==> src/rtl/screen_fill_if.sv <==
// Pixel-fill request/response bundle between a controller and screen_fill.
// The master side requests fills; the slave side streams plotted pixels back.
interface screen_fill_if #(
  parameter int X_W      = 8,
  parameter int Y_W      = 7,
  parameter int COLOUR_W = 3
);
  logic                start;
  logic                mode;
  logic [X_W-1:0]      rect_x0;
  logic [Y_W-1:0]      rect_y0;
  logic [X_W-1:0]      rect_w;
  logic [Y_W-1:0]      rect_h;
  logic [COLOUR_W-1:0] fill_colour;
  logic [X_W-1:0]      x;
  logic [Y_W-1:0]      y;
  logic [COLOUR_W-1:0] colour;
  logic                plot;
  logic                busy;
  logic                done;

  modport master (
    output start, mode, rect_x0, rect_y0, rect_w, rect_h, fill_colour,
    input  x, y, colour, plot, busy, done
  );

  modport slave (
    input  start, mode, rect_x0, rect_y0, rect_w, rect_h, fill_colour,
    output x, y, colour, plot, busy, done
  );
endinterface

==> src/rtl/screen_fill.sv <==
// Raster-order screen/rectangle filler: clips the requested region to the
// visible screen and emits one plot strobe per pixel, then pulses done.
module screen_fill #(
  parameter int SCREEN_W = 160,
  parameter int SCREEN_H = 120,
  parameter int X_W      = 8,
  parameter int Y_W      = 7,
  parameter int COLOUR_W = 3
) (
  input  logic          clock,
  input  logic          reset,
  screen_fill_if.slave  bus
);

  typedef enum logic [1:0] {
    S_IDLE = 2'd0,
    S_FILL = 2'd1,
    S_DONE = 2'd2
  } state_t;

  // Clip arithmetic is one bit wider than the coordinates so it cannot wrap.
  localparam logic [X_W:0]   SCREEN_W_E = (X_W+1)'(SCREEN_W);
  localparam logic [Y_W:0]   SCREEN_H_E = (Y_W+1)'(SCREEN_H);
  localparam logic [X_W:0]   X_ZERO_E   = {(X_W+1){1'b0}};
  localparam logic [Y_W:0]   Y_ZERO_E   = {(Y_W+1){1'b0}};
  localparam logic [X_W-1:0] X_ONE      = {{(X_W-1){1'b0}}, 1'b1};
  localparam logic [Y_W-1:0] Y_ONE      = {{(Y_W-1){1'b0}}, 1'b1};

  state_t              state_r, state_s;
  logic [X_W-1:0]      x_r, x_s, x0_r, x0_s, x_last_r, x_last_s;
  logic [Y_W-1:0]      y_r, y_s, y_last_r, y_last_s;
  logic [COLOUR_W-1:0] colour_r, colour_s;
  logic                plot_r, plot_s, busy_r, busy_s, done_r, done_s;

  logic [X_W:0]        rx0_e_s, rw_e_s, x_room_s, cw_s;
  logic [Y_W:0]        ry0_e_s, rh_e_s, y_room_s, ch_s;
  logic [X_W-1:0]      cx0_s, cx_last_s;
  logic [Y_W-1:0]      cy0_s, cy_last_s;
  logic                empty_s;

  assign rx0_e_s  = {1'b0, bus.rect_x0};
  assign rw_e_s   = {1'b0, bus.rect_w};
  assign ry0_e_s  = {1'b0, bus.rect_y0};
  assign rh_e_s   = {1'b0, bus.rect_h};
  assign x_room_s = SCREEN_W_E - rx0_e_s;
  assign y_room_s = SCREEN_H_E - ry0_e_s;

  // Region selection and clipping of the requested rectangle to the screen.
  always_comb begin
    cx0_s = {X_W{1'b0}};
    cy0_s = {Y_W{1'b0}};
    cw_s  = SCREEN_W_E;
    ch_s  = SCREEN_H_E;
    if (bus.mode == 1'b1) begin
      cx0_s = bus.rect_x0;
      cy0_s = bus.rect_y0;
      if (rx0_e_s >= SCREEN_W_E) begin
        cw_s = X_ZERO_E;
      end else if (rw_e_s < x_room_s) begin
        cw_s = rw_e_s;
      end else begin
        cw_s = x_room_s;
      end
      if (ry0_e_s >= SCREEN_H_E) begin
        ch_s = Y_ZERO_E;
      end else if (rh_e_s < y_room_s) begin
        ch_s = rh_e_s;
      end else begin
        ch_s = y_room_s;
      end
    end else begin
      cw_s = SCREEN_W_E;
      ch_s = SCREEN_H_E;
    end
  end

  assign empty_s   = (cw_s == X_ZERO_E) || (ch_s == Y_ZERO_E);
  assign cx_last_s = cx0_s + cw_s[X_W-1:0] - X_ONE;
  assign cy_last_s = cy0_s + ch_s[Y_W-1:0] - Y_ONE;

  // Next-state and next-output logic for the fill sequencer.
  always_comb begin
    state_s  = state_r;
    x_s      = x_r;
    y_s      = y_r;
    colour_s = colour_r;
    x0_s     = x0_r;
    x_last_s = x_last_r;
    y_last_s = y_last_r;
    plot_s   = 1'b0;
    busy_s   = 1'b0;
    done_s   = 1'b0;
    case (state_r)
      S_IDLE: begin
        if (bus.start == 1'b1) begin
          colour_s = bus.fill_colour;
          x0_s     = cx0_s;
          x_last_s = cx_last_s;
          y_last_s = cy_last_s;
          if (empty_s) begin
            state_s = S_DONE;
            done_s  = 1'b1;
          end else begin
            state_s = S_FILL;
            x_s     = cx0_s;
            y_s     = cy0_s;
            plot_s  = 1'b1;
            busy_s  = 1'b1;
          end
        end else begin
          state_s = S_IDLE;
        end
      end
      S_FILL: begin
        plot_s = 1'b1;
        busy_s = 1'b1;
        if (x_r == x_last_r) begin
          if (y_r == y_last_r) begin
            state_s = S_DONE;
            plot_s  = 1'b0;
            busy_s  = 1'b0;
            done_s  = 1'b1;
          end else begin
            x_s = x0_r;
            y_s = y_r + Y_ONE;
          end
        end else begin
          x_s = x_r + X_ONE;
        end
      end
      S_DONE: begin
        state_s = S_IDLE;
      end
      default: begin
        state_s = S_IDLE;
      end
    endcase
  end

  // State and output registers with synchronous reset.
  always_ff @(posedge clock) begin
    if (reset) begin
      state_r  <= S_IDLE;
      x_r      <= {X_W{1'b0}};
      y_r      <= {Y_W{1'b0}};
      colour_r <= {COLOUR_W{1'b0}};
      x0_r     <= {X_W{1'b0}};
      x_last_r <= {X_W{1'b0}};
      y_last_r <= {Y_W{1'b0}};
      plot_r   <= 1'b0;
      busy_r   <= 1'b0;
      done_r   <= 1'b0;
    end else begin
      state_r  <= state_s;
      x_r      <= x_s;
      y_r      <= y_s;
      colour_r <= colour_s;
      x0_r     <= x0_s;
      x_last_r <= x_last_s;
      y_last_r <= y_last_s;
      plot_r   <= plot_s;
      busy_r   <= busy_s;
      done_r   <= done_s;
    end
  end

  assign bus.x      = x_r;
  assign bus.y      = y_r;
  assign bus.colour = colour_r;
  assign bus.plot   = plot_r;
  assign bus.busy   = busy_r;
  assign bus.done   = done_r;

endmodule

==> src/flat_wrapper.sv <==
// flat-port wrapper written by rule: the top's interface ports become plain ports
module screen_fill_flat 
#(
  parameter int SCREEN_W = 160,
  parameter int SCREEN_H = 120,
  parameter int X_W      = 8,
  parameter int Y_W      = 7,
  parameter int COLOUR_W = 3
)
  (clock, reset, bus_start, bus_mode, bus_rect_x0, bus_rect_y0, bus_rect_w, bus_rect_h, bus_fill_colour, bus_x, bus_y, bus_colour, bus_plot, bus_busy, bus_done);
  screen_fill_if #(.X_W(X_W), .Y_W(Y_W), .COLOUR_W(COLOUR_W)) bus_i ();
  input  logic clock;
  input  logic reset;
  input wire logic [$bits(bus_i.start)-1:0] bus_start;
  input wire logic [$bits(bus_i.mode)-1:0] bus_mode;
  input wire logic [$bits(bus_i.rect_x0)-1:0] bus_rect_x0;
  input wire logic [$bits(bus_i.rect_y0)-1:0] bus_rect_y0;
  input wire logic [$bits(bus_i.rect_w)-1:0] bus_rect_w;
  input wire logic [$bits(bus_i.rect_h)-1:0] bus_rect_h;
  input wire logic [$bits(bus_i.fill_colour)-1:0] bus_fill_colour;
  output wire logic [$bits(bus_i.x)-1:0] bus_x;
  output wire logic [$bits(bus_i.y)-1:0] bus_y;
  output wire logic [$bits(bus_i.colour)-1:0] bus_colour;
  output wire logic [$bits(bus_i.plot)-1:0] bus_plot;
  output wire logic [$bits(bus_i.busy)-1:0] bus_busy;
  output wire logic [$bits(bus_i.done)-1:0] bus_done;
  assign bus_i.start = bus_start;
  assign bus_i.mode = bus_mode;
  assign bus_i.rect_x0 = bus_rect_x0;
  assign bus_i.rect_y0 = bus_rect_y0;
  assign bus_i.rect_w = bus_rect_w;
  assign bus_i.rect_h = bus_rect_h;
  assign bus_i.fill_colour = bus_fill_colour;
  assign bus_x = bus_i.x;
  assign bus_y = bus_i.y;
  assign bus_colour = bus_i.colour;
  assign bus_plot = bus_i.plot;
  assign bus_busy = bus_i.busy;
  assign bus_done = bus_i.done;
  screen_fill #(.SCREEN_W(SCREEN_W), .SCREEN_H(SCREEN_H), .X_W(X_W), .Y_W(Y_W), .COLOUR_W(COLOUR_W)) u_core (.clock(clock), .reset(reset), .bus(bus_i));
endmodule
==> config.mk <==
export PLATFORM = sky130hd
export DESIGN_NAME = screen_fill_flat
export DESIGN_NICKNAME = d
export VERILOG_FILES = /design/src/rtl/screen_fill_if.sv /design/src/rtl/screen_fill.sv /design/src/flat_wrapper.sv
export SDC_FILE = /design/constraint.sdc
export NUM_CORES = 1
export LEC_CHECK = 0
export ABC_CLOCK_PERIOD_IN_PS = 11900
export BUFFER_PORTS_ARGS = -buffer_cell sky130_fd_sc_hd__buf_4
export CAP_MARGIN = 20
export CORE_MARGIN = 5
export CORE_UTILIZATION = 43
export DETAILED_ROUTE_END_ITERATION = 8
export PLACE_DENSITY = 0.68
export SKIP_LAST_GASP = 1
export SLEW_MARGIN = 0
export SYNTH_ARGS = -nofsm -noshare
export SYNTH_HDL_FRONTEND = slang
export SYNTH_SLANG_ARGS = --single-unit
export TNS_END_PERCENT = 50
==> constraint.sdc <==
create_clock -name clock -period 11.9 [get_ports clock]
set_clock_uncertainty 0.2 [all_clocks]
set_input_delay 1.19 -clock clock [delete_from_list [all_inputs] [get_ports clock]]
set_output_delay 1.19 -clock clock [all_outputs]
set_load 0.02 [all_outputs]
==> impl_metrics.py <==
metrics = {
    "yosys": {
        "synth_warnings": 0,
        "synth-async-reset-ratio_pct": 0,
        "syn_area_per_cell_sq_um": 7.565,
        "synth_edf_count": 0,
        "synth_cells": 540,
        "ys_seq_area_share_pct": 22.05,
        "ys_types": 64,
        "ys_ff_latch": 45,
        "synthesis.area_sq_um": 4085,
        "ys.flop_type": "dfxtp_1",
        "syn_nets": 620,
    },
    "layout": {
        "final_cells": 708,
        "fin_area_sq_um": 4688,
        "n_antenna_cell": 0,
        "drive_gt1_share_pct": 14.34,
        "area.growth.synth_to_final_pct": 14.76,
        "nNetsFinal": 658,
    },
    "power": {
        "p_per_area_nw_per_um2": 124.1,
        "p_switching_mw": 0.2304,
        "netSwitchingFraction_pct": 39.59,
        "finalPower_mw": 0.5819,
        "p_int_mw": 0.3516,
        "p_seq_share_pct": 33.0,
        "clkPwrFrac_pct": 21.2,
        "leakagePower_nw": 2.161,
        "combPwrFrac_pct": 45.8,
        "ir_drop_mv": 0.05254,
    },
    "timing": {
        "fin_ws_ns": 6.228,
        "period_share_pct": 47.67,
        "hold_violations": 0,
        "slew_headroom_pct": 33.67,
        "final-setup-viol-count": 0,
        "fin_setup_tns_ns": 0,
        "fin_crit_ns": 5.672,
        "max_slew.worst_pin.slew_ns": 0.9929,
        "rsz0062_at_grt": "false",
        "max_freq_ghz": 0.1763,
        "drv_slew": 0,
    },
    "hold_path": {
        "hold_path_startpoint": "u_core.bus.colour[0]$_SDFFE_PP0P_",
        "hp-class": "register to register",
    },
    "place": {
        "io_buffers": 57,
        "dp.cells": 700,
        "dpl-instance-area_sq_um": 4572,
        "dp_hpwl_mm": 8.628,
        "globalplace.congestion": 0.9070,
        "dp_worst_setup_slack_ns": 5.982,
    },
    "routing": {
        "avgRoutedWirePerCell_um": 15.70,
        "vias": 4074,
        "wl_mm": 11.12,
        "drc": 0,
        "ant_nets": 0,
        "drt_iter0_markers": 270,
        "viasPerCell": 5.754,
        "drtPass1Iterations": 5,
    },
    "cts": {
        "clk_pin_slew_ns": 0.09,
        "cts_setup_buffers": 0,
        "clockBufferDepth": 2,
        "clock_latency_ns": 0.31,
        "root_buffer": "clkbuf_8",
        "cts_tree": "built",
        "cts-buffers-inserted": 5,
        "holdBufCountCts": 0,
        "h-tree-depth": 2,
        "cts_resized": 0,
        "cts.sinks": 45,
    },
    "grt": {
        "grt_overflow": 0,
        "grt_use_total_pct": 19.59,
        "first_global_vias": 3929,
        "antenna_found_initial": 0,
        "grt_max_degree": 38,
        "grt_pass1_wl_mm": 18.59,
    },
    "worst_setup_path": {
        "end_kind": "register",
        "crit-reg2reg-launch": "u_core.bus.x[2]$_SDFFE_PP0P_",
        "critPathMaxFanout": 13,
        "path_cells": "buf_4 > inv_1 > ha_1 > nand2b_1 > nand4_1 > xnor2_1 > ha_1 > o211a_1 > a211oi_1 > o21bai_1 > nand2b_1 > o31a_1 > ha_1 > inv_1 > ha_1 > a21o_1 > a21oi_1 > o21bai_1 > a21oi_1 > xor2_1 > a21oi_1 > o41ai_1",
        "startpoint": "bus_rect_y0[0]",
        "start_kind": "primary input",
        "crit_top_cell": "ha_1",
        "slowest_delay_ns": 0.42,
        "slowest_stage": "a211oi_1",
        "worstPathRequired_ns": 11.90,
        "crit_arrival_ns": 5.68,
        "worstSetupPathType": "primary input to register",
    },
    "die": {
        "die_x_um": 107.5,
        "core.rowCount": 35,
        "io_pins": 58,
        "coreArea_sq_um": 9240,
        "fp.dieArea_sq_um": 11550,
        "die_h_um": 107.5,
        "start_util_pct": 44.21,
    },
    "run": {
        "cap_violations": 0,
    },
    "outcome": {
        "status": "finished, final reports clean",
    },
}
routing by layer:
| layer | wire [um] | track usage, % | share of wire, % |
|---|---|---|---|
| met5 | 0 | 0 | 0 |
| met4 | 262 | 6.853 | 2.4 |
| met3 | 713 | 3.479 | 6.4 |
| met2 | 5370 | 32.75 | 48 |
| met1 | 4768 | 25.31 | 43 |
path summary, 6_finish.rpt:
kind,end,slack [ns],depth (start not counted)
hold reg to reg,u_core.bus.colour[0]$_SDFFE_PP0P_,0.26,2
setup / recovery,u_core.y_last_r[6]$_SDFFE_PP0P_,6.23,22
hold / removal,u_core.bus.colour[0]$_SDFFE_PP0P_,0.26,2
setup reg to reg,u_core.bus.y[0]$_SDFFE_PP0P_,8.33,8
cell usage after synthesis (4+ instances only):
library cell | n | area [sq um]
inv_1 | 44 | 165.2
dfxtp_1 | 45 | 900.9
a31oi_1 | 8 | 50.05
nor3_1 | 7 | 35.03
xor2_1 | 22 | 192.7
nand3_1 | 25 | 125.1
nor2_1 | 42 | 157.7
nand2_1 | 80 | 300.3
o211ai_1 | 4 | 30.03
nand2b_1 | 5 | 31.28
a211oi_1 | 15 | 112.6
o311a_1 | 6 | 60.06
nand4_1 | 4 | 25.02
clkbuf_1 | 24 | 90.09
o21ai_0 | 20 | 100.1
a21oi_1 | 39 | 195.2
xnor2_1 | 17 | 148.9
and3_1 | 5 | 31.28
a32o_1 | 4 | 40.04
ha_1 | 41 | 513.0
a211o_1 | 8 | 70.07
a21o_1 | 7 | 52.55
o21a_1 | 5 | 37.54
power groups by stage:
stage / Combinational (mW) / Sequential [mW] / Clock (mW)
2_1_floorplan: 0.185 / 0.200 / 0
3_3_place_gp: 0.260 / 0.195 / 0
3_5_place_dp: 0.266 / 0.196 / 0
4_1_cts: 0.267 / 0.192 / 0.125
5_1_grt: 0.297 / 0.195 / 0.129
6_report: 0.267 / 0.192 / 0.123
registers in the layout, summed over array words and instances, names as in the netlist:
register and count:
u_core.bus.colour 3, u_core.state_r 2, u_core.bus.x 8, u_core.bus.done 1, u_core.y_last_r 7, u_core.bus.y 7, u_core.x0_r 8, u_core.bus.plot 1
u_core.x_last_r 8
cells by family (layout without fill, tap and decap cells):
group	count (synthesis)	in the layout	synth area share (%)
DFF	45	45	22.05
buffers and inverters	72	111	6.922
muxes	4	4	1.072
AOI/OAI and AO/OA	144	144	25.94
adders and majority gates	43	43	13.54
and+or+nand+nor	192	192	21.56
xor gates and xnor gates	40	40	8.912
critical path, delay by kind of cell:
| kind | cells | cell delay [ns] |
|---|---|---|
| AND/OR/NAND/NOR | 3 | 0.62 |
| AO/OA/AOI/OAI | 10 | 2.09 |
| adder cells (fa/ha/maj) | 4 | 1.01 |
| buffers and inverters | 3 | 0.29 |
| XOR/XNOR | 2 | 0.47 |
area by class of cell:
class	count	area, sq um
fill	918	4552
multi-input combinational	423	2902
sequential	45	900.9
timing repair buffer	59	442.9
inverter	44	165.2
tap	129	161.4
clock buffer	7	86.33
clock inverter	1	30.03
through the flow:
step | hold slack, ns | utilization (%)
2_1_floorplan | 0.2332 | -
3_3_place_gp | 0.2422 | 49.48
3_5_place_dp | 0.2499 | 49.48
4_1_cts | 0.2619 | 50.74
5_1_grt | 0.2818 | 50.74
6_report | 0.2581 | 50.74
placed cells by master, fill, tap and decap left out, drive strengths merged, types with 6 or more instances in the layout:
cell type   n
buf        59
a21oi      40
clkbuf      7
xor2       22
nand3      25
dfxtp      45
o21ai      20
inv        44
a21o        7
nor2       43
a31oi       9
nor3        8
o311a       6
a211oi     15
nand2      81
a211o       8
xnor2      17
ha         41
(Power assumes the default switching activity.)
